### src/rtl/world_map_arbiter_if.sv
// world_map_arbiter_if: VGA fetch, robot read and world-map memory signals around the arbiter.
// The arbiter takes the slave view; the display/robot/memory side takes the master view.
interface world_map_arbiter_if #(
    parameter int ADDR_W = 14,
    parameter int DATA_W = 2
);
    logic              vid_req;
    logic [ADDR_W-1:0] vid_addr;
    logic [DATA_W-1:0] world_pixel;
    logic              vid_valid;
    logic              vid_dropped;
    logic              bot_req;
    logic [ADDR_W-1:0] bot_addr;
    logic              bot_ack;
    logic [DATA_W-1:0] bot_data;
    logic [ADDR_W-1:0] map_addr;
    logic [DATA_W-1:0] map_data;

    modport slave (
        input  vid_req, vid_addr, bot_req, bot_addr, map_data,
        output world_pixel, vid_valid, vid_dropped, bot_ack, bot_data, map_addr
    );
    modport master (
        output vid_req, vid_addr, bot_req, bot_addr, map_data,
        input  world_pixel, vid_valid, vid_dropped, bot_ack, bot_data, map_addr
    );
endinterface

### src/rtl/world_map_arbiter.sv
// world_map_arbiter: shares the world-map memory between VGA pixel fetch (priority) and robot reads.
// Define WMAP_ARB_STARVE_EN to let a starved robot read steal one VGA slot.
module world_map_arbiter #(
    parameter int ADDR_W       = 14,
    parameter int DATA_W       = 2,
    parameter int STARVE_LIMIT = 15
) (
    input logic                clk_i,
    input logic                rst_i,
    world_map_arbiter_if.slave bus
);
    localparam logic [1:0] B_IDLE = 2'd0, B_WAIT = 2'd1, B_FLIGHT = 2'd2;
    localparam logic [1:0] T_NONE = 2'd0, T_VID = 2'd1, T_BOT = 2'd2;

    if (STARVE_LIMIT < 1 || STARVE_LIMIT > 255) begin : g_bad_limit
        $error("STARVE_LIMIT must be in 1..255");
    end

    logic [1:0]        st_q, st_d, tag1_q, tag1_d, tag2_q;
    logic [ADDR_W-1:0] map_addr_q, map_addr_d;
    logic [DATA_W-1:0] pix_q, bdat_q;
    logic              vv_q, ack_q;
    logic              bot_pend, bot_gnt, tag2_bot, tag2_drop;

    // The cycle right after an ack ignores bot_req so a requester still holding it gets one read.
    assign bot_pend = bus.bot_req && ((st_q == B_IDLE && !ack_q) || st_q == B_WAIT);
`ifdef WMAP_ARB_STARVE_EN
    localparam logic [1:0] T_DROP = 2'd3;
    logic [7:0] cnt_q, cnt_d;
    logic       vd_q;
    assign bot_gnt   = bot_pend && (!bus.vid_req || cnt_q == 8'(STARVE_LIMIT));
    assign cnt_d     = (bot_gnt || !bot_pend) ? 8'd0 :
                       cnt_q == 8'(STARVE_LIMIT) ? cnt_q : cnt_q + 8'd1;
    assign tag1_d    = bot_gnt ? (bus.vid_req ? T_DROP : T_BOT) : bus.vid_req ? T_VID : T_NONE;
    assign tag2_drop = tag2_q == T_DROP;
    assign bus.vid_dropped = vd_q;
    always_ff @(posedge clk_i or posedge rst_i) begin
        if (rst_i) begin
            cnt_q <= 8'd0;
            vd_q  <= 1'b0;
        end else begin
            cnt_q <= cnt_d;
            vd_q  <= tag2_drop;
        end
    end
`else
    assign bot_gnt   = bot_pend && !bus.vid_req;
    assign tag1_d    = bot_gnt ? T_BOT : bus.vid_req ? T_VID : T_NONE;
    assign tag2_drop = 1'b0;
    assign bus.vid_dropped = 1'b0;
`endif
    assign tag2_bot   = tag2_q == T_BOT || tag2_drop;
    assign st_d       = st_q == B_FLIGHT ? (tag2_bot ? B_IDLE : B_FLIGHT) :
                        bot_gnt ? B_FLIGHT : bot_pend ? B_WAIT : B_IDLE;
    assign map_addr_d = bot_gnt ? bus.bot_addr : bus.vid_req ? bus.vid_addr : map_addr_q;

    always_ff @(posedge clk_i or posedge rst_i) begin
        if (rst_i) begin
            st_q       <= B_IDLE;
            tag1_q     <= T_NONE;
            tag2_q     <= T_NONE;
            map_addr_q <= '0;
            pix_q      <= '0;
            bdat_q     <= '0;
            vv_q       <= 1'b0;
            ack_q      <= 1'b0;
        end else begin
            st_q       <= st_d;
            tag1_q     <= tag1_d;
            tag2_q     <= tag1_q;
            map_addr_q <= map_addr_d;
            vv_q       <= tag2_q == T_VID || tag2_drop;
            ack_q      <= tag2_bot;
            if (tag2_q == T_VID) pix_q <= bus.map_data;
            if (tag2_bot) bdat_q <= bus.map_data;
        end
    end

    assign bus.world_pixel = pix_q;
    assign bus.vid_valid   = vv_q;
    assign bus.bot_ack     = ack_q;
    assign bus.bot_data    = bdat_q;
    assign bus.map_addr    = map_addr_q;
endmodule

### src/flat_wrapper.sv
// flat-port wrapper written by rule: the top's interface ports become plain ports
module world_map_arbiter_flat 
#(
    parameter int ADDR_W       = 14,
    parameter int DATA_W       = 2,
    parameter int STARVE_LIMIT = 15
)
  (clk_i, rst_i, bus_vid_req, bus_vid_addr, bus_bot_req, bus_bot_addr, bus_map_data, bus_world_pixel, bus_vid_valid, bus_vid_dropped, bus_bot_ack, bus_bot_data, bus_map_addr);
  world_map_arbiter_if #(.ADDR_W(ADDR_W), .DATA_W(DATA_W)) bus_i ();
  input logic clk_i;
  input logic rst_i;
  input wire logic [$bits(bus_i.vid_req)-1:0] bus_vid_req;
  input wire logic [$bits(bus_i.vid_addr)-1:0] bus_vid_addr;
  input wire logic [$bits(bus_i.bot_req)-1:0] bus_bot_req;
  input wire logic [$bits(bus_i.bot_addr)-1:0] bus_bot_addr;
  input wire logic [$bits(bus_i.map_data)-1:0] bus_map_data;
  output wire logic [$bits(bus_i.world_pixel)-1:0] bus_world_pixel;
  output wire logic [$bits(bus_i.vid_valid)-1:0] bus_vid_valid;
  output wire logic [$bits(bus_i.vid_dropped)-1:0] bus_vid_dropped;
  output wire logic [$bits(bus_i.bot_ack)-1:0] bus_bot_ack;
  output wire logic [$bits(bus_i.bot_data)-1:0] bus_bot_data;
  output wire logic [$bits(bus_i.map_addr)-1:0] bus_map_addr;
  assign bus_i.vid_req = bus_vid_req;
  assign bus_i.vid_addr = bus_vid_addr;
  assign bus_i.bot_req = bus_bot_req;
  assign bus_i.bot_addr = bus_bot_addr;
  assign bus_i.map_data = bus_map_data;
  assign bus_world_pixel = bus_i.world_pixel;
  assign bus_vid_valid = bus_i.vid_valid;
  assign bus_vid_dropped = bus_i.vid_dropped;
  assign bus_bot_ack = bus_i.bot_ack;
  assign bus_bot_data = bus_i.bot_data;
  assign bus_map_addr = bus_i.map_addr;
  world_map_arbiter #(.ADDR_W(ADDR_W), .DATA_W(DATA_W), .STARVE_LIMIT(STARVE_LIMIT)) u_core (.clk_i(clk_i), .rst_i(rst_i), .bus(bus_i));
endmodule
### config.mk
export PLATFORM = sky130hd
export DESIGN_NAME = world_map_arbiter_flat
export DESIGN_NICKNAME = d
export VERILOG_FILES = /design/src/rtl/world_map_arbiter_if.sv /design/src/rtl/world_map_arbiter.sv /design/src/flat_wrapper.sv
export SDC_FILE = /design/constraint.sdc
export NUM_CORES = 1
export LEC_CHECK = 0
export ABC_CLOCK_PERIOD_IN_PS = 3700
export CAP_MARGIN = 5
export CORE_ASPECT_RATIO = 1.4
export CORE_UTILIZATION = 40
export DETAILED_ROUTE_END_ITERATION = 6
export PLACE_DENSITY = 0.76
export SLEW_MARGIN = 20
export SYNTH_ARGS = -nofsm -noshare
export SYNTH_HDL_FRONTEND = slang
export SYNTH_SLANG_ARGS = --single-unit
### constraint.sdc
create_clock -name clk_i -period 3.7 [get_ports clk_i]
set_clock_uncertainty 0.15 [all_clocks]
set_input_delay 0.37 -clock clk_i [delete_from_list [all_inputs] [get_ports clk_i]]
set_output_delay 0.37 -clock clk_i [all_outputs]
set_load 0.02 [all_outputs]
# Word level (Yosys, flattened, before mapping)
# Cells that the tools add are included.
# Widths: inputs -> output; s select.
dict set report classes {
  mux 8
  n_reduce_logical 8
  n_eq_ne 4
}
# cell n
set ops {}
lappend ops {{$mux 14} 2}
lappend ops {{$mux 2} 4}
lappend ops {{$eq 2x1->1 const B} 2}
lappend ops {{$eq 2x2->1 const B} 2}
lappend ops {{$logic_and 1x1->1} 3}
lappend ops {{$logic_not 1->1} 2}
lappend ops {{$logic_not 2->1} 1}
lappend ops {{$mux 1} 2}
lappend ops {{$reduce_bool 2->1} 1}
lappend ops {{$logic_or 1x1->1} 1}
dict set report word_totals {
  wordCells 28
  reg_bits 26
}

# Logic depth before layout (Yosys ltp)
dict set report depth {
  ltp_word 7
  depth_mapped 5
  depth_no_buf 4
}

# Least setup slack after synthesis
# No wires, ideal clock.
dict set report synth_timing {
  path_kind {input to register}
  from {in bus_bot_req}
  to {reg u_core.map_addr_q[13], in the netlist u_core.bus.map_addr[13]}
  setup_ns 0.140
  t_arrival_ns 1.111
  t_required_ns 3.410
  stages 5
  path_slack_ns 2.299
  cell_sequence {nor2b_1 clkbuf_1 and2_4 buf_6 o311ai_2}
}
dict set report synth_between {
  elab_chain_len 3
}
# element line
set synth_rtl {}
lappend synth_rtl {{start: declaration} flat_wrapper.sv:14} ;# input wire logic [$bits(bus_i.bot_req)-1:0] bus_bot_req;
lappend synth_rtl {{$logic_and 1x1->1 *} world_map_arbiter.sv:26} ;# assign bot_pend = bus.bot_req && ((st_q == B_IDLE && !ack_q) || st_q == B_WAIT);
lappend synth_rtl {{$logic_and 1x1->1 *} world_map_arbiter.sv:47} ;# assign bot_gnt = bot_pend && !bus.vid_req;
lappend synth_rtl {{$mux 14 or $reduce_bool 2->1 (tied branches)} -}
lappend synth_rtl {{end signal: assignment} world_map_arbiter.sv:71} ;# map_addr_q <= map_addr_d;
lappend synth_rtl {{end: declaration} world_map_arbiter.sv:20} ;# logic [ADDR_W-1:0] map_addr_q, map_addr_d;
# Every way passes the cells marked *; elsewhere a longest branch is shown, timed or not.
# A chain may end at the register's enable or synchronous reset.

# Final worst setup path
dict set report layout_timing {
  from {reg u_core.ack_q, in the netlist u_core.bus.bot_ack}
  to {out bus_bot_ack}
}
# element line
set layout_lines {}
lappend layout_lines {{start: declaration} world_map_arbiter.sv:22} ;# logic vv_q, ack_q;
lappend layout_lines {{start signal: assignment} world_map_arbiter.sv:73} ;# ack_q <= tag2_bot;
lappend layout_lines {{end: declaration} flat_wrapper.sv:20} ;# output wire logic [$bits(bus_i.bot_ack)-1:0] bus_bot_ack;
# No word-level cell between the ends.

==> results.md <==
- Outcome: finished, final reports clean
- Seq pwr share: 49.3%
- Peak supply drop: 0.2536 mV
- Initial antenna violation count: 0
- Synth warn: 0
- Floorplan core area: 0.003093 mm2
- RSZ-0062 raised after global routing: false
- Cell area after synthesis: 0.001294 mm2
- Die W: 50.07 um
- Fmax achieved: 552.1 MHz
- Die Area: 0.003469 mm2
- Least-Margin Pin Slew: 973.8 ps
- Internal Pwr Total: 0.4767 mW
- Area Growth Syn to Fin: 44.87%
- Slew HR: 35.01%
- Worst path cell trace: clkdlybuf4s50_1
- Switching power: 0.1542 mW
- Worst EP required: 3180 ps
- WL final: 3017 um
- DP Worst Slack: 1304 ps
- #FFs+latches synth: 26
- Worst Setup Slack, final: 1889 ps
- # setup viols final: 0
- Fillers: 264
- Fin crit share: 48.95%
- GPL Wtd Cong: 0.7529
- Worst setup SP type: flop
- LEAKAGE: 0.7800 nW
- Critical path peak fanout: 2
- TritonCTS clock tree: done
- Cells after DPL: 199
- Worst Path Arrival: 1290 ps
- Per-cell routed wire length: 14.86 um
- Htree depth: 1
- Sink Count: 26
- Num rows: 24
- Setup TNS: 0 ps
- Final Hold Fails: 0
- GRT Total Usage: 19.35%
- Worst reg2reg path startpoint: u_core.st_q[0]
- Hold-fix buffers at CTS: 0
- Buf/Inv on CP: 1
- WS Path Type: reg2out
- Global-route wire length before repair: 5099 um
- DRC Markers: 0
- Post-CTS Setup Bufs: 0
- Slew Limit Fails: 0
- Clk pwr share: 28.3%
- Vias in the first global route: 1103
- IO Count: 55
- Mapped Avg Cell Area: 11.15 um2
- Post-CTS sizing: 0
- DR iter-0 viols: 31
- Remaining global-route overflow: 0
- Max Cap Viol: 0
- Critical path's top delay family: buffers and inverters
- Vias per Instance: 5.177
- Worst setup EP type: primary output
- CTS Buf Count: 3
- Largest net degree at the start of global routing: 38
- HP Class: reg2reg
- Drt pass-1 iters: 4
- Diode count: 0
- Final std cells w/o fill: 203
- Comb pwr share: 22.4%
- Maximum buffer depth of the clock tree: 2
- Port Buffers: 53
- Synth cell types: 22
- # nets final: 199
- Worst-Skew Late Latency: 260 ps
- Fraction of layout cells with a size suffix above 1: 13.41%
- Worst Setup SP: u_core.bus.bot_ack
- PD cells: 336.6 mW/mm2
- Clock transition at path regs: 90 ps
- Switching portion of total power: 24.44%
- Total number of vias: 1051
- Post-synthesis sequential area ratio: 50.29%
- CP peak stage delay: 630 ps
- Post-synthesis cell count: 116
- HP Start: u_core.tag1_q[0]
- Clk root buf: clkbuf_8
- Initial core utilization: 41.83%
- Post-Syn Nets: 150
- Slowest cell on crit path: clkdlybuf4s50_1
- Post-DP HPWL: 2164 um
- Tmin final: 1811 ps
- DRT antenna net count: 0
- Die Y-Extent: 69.29 um
[metrics by stage]
step	hold slack [ps]	utilization, %	instance area [um2]	power, mW
4_1_cts	221.3	60.76	1879	0.6372
3_3_place_gp	184.1	58.98	1824	0.4550
5_1_grt	215.8	60.60	1874	0.6605
3_5_place_dp	201.6	58.98	1824	0.4590
6_report	218.8	60.60	1874	0.6308
2_1_floorplan	181.2	-	1294	0.3821
[final cells by class]
cell class | instances | area (um2) | area share (%)
Sequential cell | 26 | 650.6 | 34.71
Timing Repair Buffer | 56 | 548.0 | 29.24
Multi-Input combinational cell | 61 | 508.0 | 27.10
Inverter | 17 | 63.81 | 3.405
Clock buffer | 4 | 55.05 | 2.937
Tap cell | 39 | 48.80 | 2.603
[metal layers]
| metal | wire length (um) | global-route usage (%) | part of all wire, % | up-vias |
|---|---|---|---|---|
| li1 | - | - | - | 492 |
| met1 | 1292 | 23.99 | 43 | 509 |
| met2 | 1499 | 31.70 | 50 | 40 |
| met3 | 116 | 2.412 | 3.8 | 10 |
| met4 | 110 | 10.79 | 3.6 | 0 |
| met5 | 0 | 0 | 0 | - |
[power by group through the flow]
stage               clock [mW]  combinational [mW]  sequential [mW]
floorplan                    0              0.0458            0.336
global placement             0               0.139            0.316
detailed placement           0               0.142            0.317
CTS                      0.183               0.143            0.311
global route             0.196               0.151            0.314
finish                   0.179               0.141            0.311
[synth_stat cells]
master / instances / area [um2]
conb_1: 1 / 3.750
mux2_2: 2 / 22.52
o311ai_2: 8 / 130.1
dfrtp_1: 26 / 650.6
nor2b_1: 2 / 12.51
inv_1: 17 / 63.81
o32ai_1: 1 / 8.760
buf_6: 2 / 22.52
clkbuf_1: 5 / 18.77
nand4b_1: 14 / 122.6
nand2b_4: 1 / 13.76
nand2_1: 21 / 78.83
o311ai_4: 2 / 52.55
o311ai_1: 1 / 8.760
nand2b_1: 1 / 6.260
o311ai_0: 3 / 26.28
and2_4: 1 / 8.760
o21ai_0: 1 / 5.000
clkbuf_2: 1 / 5.000
buf_2: 2 / 10.01
nor2_1: 2 / 7.510
buf_4: 2 / 15.01
[placed cells by master (no fill, tap or decap)]
cell type / count
dfrtp_1: 26
clkbuf_8: 4
o21ai_0: 1
o311ai_1: 1
o311ai_0: 3
nand2b_1: 1
nand4b_1: 14
mux2_2: 2
nor2_1: 2
buf_4: 3
o311ai_4: 2
nand2_1: 21
conb_1: 1
nor2b_1: 2
o32ai_1: 1
buf_2: 1
and2_4: 1
inv_1: 17
nand2b_4: 1
o311ai_2: 8
clkdlybuf4s50_1: 52
[registers in the layout, summed over array words and instances (netlist names)]
register and count:
u_core.bus.bot_ack 1, u_core.tag2_q 2, u_core.st_q 2, u_core.bus.vid_valid 1
u_core.bus.map_addr 14, u_core.bus.bot_data 2, u_core.bus.world_pixel 2, u_core.tag1_q 2
[final timing paths]
path	slack (ps)	endpoint	cells after the start
worst min-delay path	220	u_core.tag2_q[0]	0
max in group asynchronous	2340	u_core.bus.map_addr[6]	2
worst min register to register	220	u_core.tag2_q[0]	0
worst max register to register	2070	u_core.bus.map_addr[7]	3
min in group asynchronous	470	u_core.bus.map_addr[13]	2
worst max-delay path	1890	bus_bot_ack	1
[kinds of logic after synthesis]
kind of cell           share of synthesized area [%]
AOI/OAI and AO/OA                              17.89
muxes                                          1.741
buffers and inverters                          10.44
and+or+nand+nor                                19.34
DFF                                            50.29
other                                         0.2899
(Power assumes the default switching activity.)
==> variant, RTL diff (same settings) <==
Take the reset off `map_addr_q` and load it in a clocked block of its own.
--- a/src/rtl/world_map_arbiter.sv
+++ b/src/rtl/world_map_arbiter.sv
@@ -60,5 +60,4 @@
             tag1_q     <= T_NONE;
             tag2_q     <= T_NONE;
-            map_addr_q <= '0;
             pix_q      <= '0;
             bdat_q     <= '0;
@@ -69,5 +68,4 @@
             tag1_q     <= tag1_d;
             tag2_q     <= tag1_q;
-            map_addr_q <= map_addr_d;
             vv_q       <= tag2_q == T_VID || tag2_drop;
             ack_q      <= tag2_bot;
@@ -75,4 +73,8 @@
             if (tag2_bot) bdat_q <= bus.map_data;
         end
+    end
+
+    always_ff @(posedge clk_i) begin
+        map_addr_q <= map_addr_d;
     end
 
Formal check against the unedited RTL: not equivalent (Yosys sat finds a counterexample within 4 cycles, from zero or initial values and one cycle with rst_i high).
==> variant against the original RTL <==
  * Count of clock-buffer cells in the layout decreased by 1
  * Cell area decreased by 11%
  * Via count decreased by 36%
  * Synthesized area decreased by 16%
  * Worst setup slack got worse by 310 ps
  * Sequential power increased by 26%
  * Sequential cell count unchanged
  * Total power increased by 38%
  * Routed wire length decreased by 32%
  * Critical path type is now input pin to register
  * Largest power group unchanged
==> variant: results (changes against the original RTL) <==
----------------------------------------------------
[Status]
  Outcome ... finished clean

[Synth]
  Syn nets ... 95 (-37%)
  Cells taking the most area after synthesis ... sky130_fd_sc_hd__edfxtp_1 39%, sky130_fd_sc_hd__dfrtp_1 28%, sky130_fd_sc_hd__mux2_4 11%
  Part of the Yosys area used for sequential elements ... 66.6% (+16 points)
  FFs w/ async S/R, synth ... 46.2% (-54 points)
  Main synth FF type ... sky130_fd_sc_hd__edfxtp_1
  Commonest cells post-synth ... 14 x sky130_fd_sc_hd__edfxtp_1, 12 x sky130_fd_sc_hd__dfrtp_1, 10 x sky130_fd_sc_hd__mux2_2
  Number of enable-type register cells in the synthesized netlist ... 14 (+14)
  Count of unique library cells instantiated by Yosys ... 15 (-32%)
  Share of Yosys cell area claimed by the top area cell type ... 38.8% (-11 points)
  Count of warnings emitted by yosys ... 0 (unchanged)

[Global routing]
  Number of global-route vias before repair ... 739 (-33%)
  Wire length of the first global-routing pass ... 3310 um (-35%)
  Met3 track utilization from global routing ... 3.44% (+1.0 points)
  GR met1 Demand/Resource ... 15.4% (-8.6 points)
  GRT Resource Usage Total ... 16.6% (-2.7 points)
  Maximum number of pins on one net before global-route repair ... 17 (-55%)
  Met2 Track Usage GR ... 29.4% (-2.3 points)

[Drt]
  Number of DRC markers in iteration 0 ... 7 (-77%)
  Routed length per instance ... 13.8 um (-7.0%)
  1st-pass router iterations ... 2 (-2)
  Vias per cell ... 4.55 (-12%)

[Place]
  Number of buffers added on ports ... 53 (unchanged)
  Half-perimeter wire length of the detailed placement result ... 1590 um (-27%)
  RePlAce Congestion ... 0.681 (-9.5%)

[Critical path]
  Launch point of the worst reg-to-reg path ... u_core.bus.bot_ack
  Top fanout value on the critical path ... 16 (+14)
  Endpoint of the worst register-to-register path ... u_core.bus.map_addr[3]
  Worst reg-to-reg setup slack ... 1610 ps (-460 ps)
  Worst path arrival time ... 2080 ps (+790 ps)

[Pwr]
  VDD IR max ... 0.000263 V (+3.7%)
  Leakage power figure ... 0.000671 uW (-14%)

[Clock tree]
  Clock tree root driver cell ... sky130_fd_sc_hd__clkbuf_4
  Max clock buf depth ... 2 (unchanged)
  Number of gates given a new drive strength after cts ... 0 (unchanged)
  CTS Buf Count ... 3 (unchanged)
  Clock edge transition at the registers on the reported setup and hold paths ... 140 ps (+50 ps)
  Clk Latency, worst-skew pair ... 340 ps (+80 ps)

[Timing]
  Final worst hold slack ... 154 ps (-64.7 ps)
  Achievable clock frequency ... 471 MHz (-15%)
  Worst Tran Pin Value ... 852 ps (-122 ps)

[Cells and area]
  Layout cells sized above 1 ... 22.8% (+9.4 points)
  NumNets Final ... 149 (-25%)

[Worst hold path]
  Class of the worst hold path ... input pin to async pin

----------------------------------------------------
[variant: cell type report]
type | instances | area [um^2]
flip-flops and latches | 26 | 721
multi-input cells | 26 | 300
fillers | 199 | 805
clock buffers | 3 | 22.5
well taps | 34 | 42.5
clock inverters | 1 | 30.0
repair buffers | 53 | 531
inverters | 5 | 18.8
[variant: how the worst max path moves through the flow]
stage	from	end	slack [ps]	cells past startpoint
floorplan	u_core.bus.bot_ack	u_core.bus.map_addr[10]	1980	5
global placement	bus_vid_req	u_core.bus.map_addr[0]	1230	3
detailed placement	bus_vid_req	u_core.bus.map_addr[2]	1190	3
CTS	bus_vid_req	u_core.bus.map_addr[2]	1560	3
global route	u_core.st_q[0]	u_core.bus.map_addr[3]	1520	3
finish	bus_vid_req	u_core.bus.map_addr[3]	1580	3
[variant: worst max-delay path, cell delays in order]
cell                              delay, ps
sky130_fd_sc_hd__clkdlybuf4s50_1        450
sky130_fd_sc_hd__and4b_1                840
sky130_fd_sc_hd__mux2_2                 420
[variant: per-layer routing]
layer	wire length [um]	share of wire [%]
met4	65	3.2
met2	1220	60
met1	678	33
met3	83	4.1
met5	0	0
[variant: power breakdown]
| group | total, uW | switching [uW] | leakage [uW] | internal [uW] |
|---|---|---|---|---|
| Combinational | 282 | 124 | 0.000355 | 158 |
| Clock | 197 | 86.9 | 0.0000279 | 110 |
| Sequential | 393 | 20.8 | 0.000288 | 372 |
| Total | 871 | 231 | 0.000671 | 640 |
[variant: cell families after synthesis]
kind of cell | Yosys count | share of synthesized area (%)
buffers and inverters | 9 | 5.66
DFF | 26 | 66.6
other | 1 | 0.346
AOI/OAI and AO/OA | 2 | 1.62
and+or+nand+nor | 5 | 4.28
muxes | 18 | 21.5
[variant: metrics by stage]
step	cell area (um^2)	worst slack, ps	instances
after floorplan	1080	1980	61
final	1670	1580	148
after global routing	1670	1520	148
after CTS	1670	1560	148
after global placement	1610	1230	144
after detailed placement	1610	1190	144
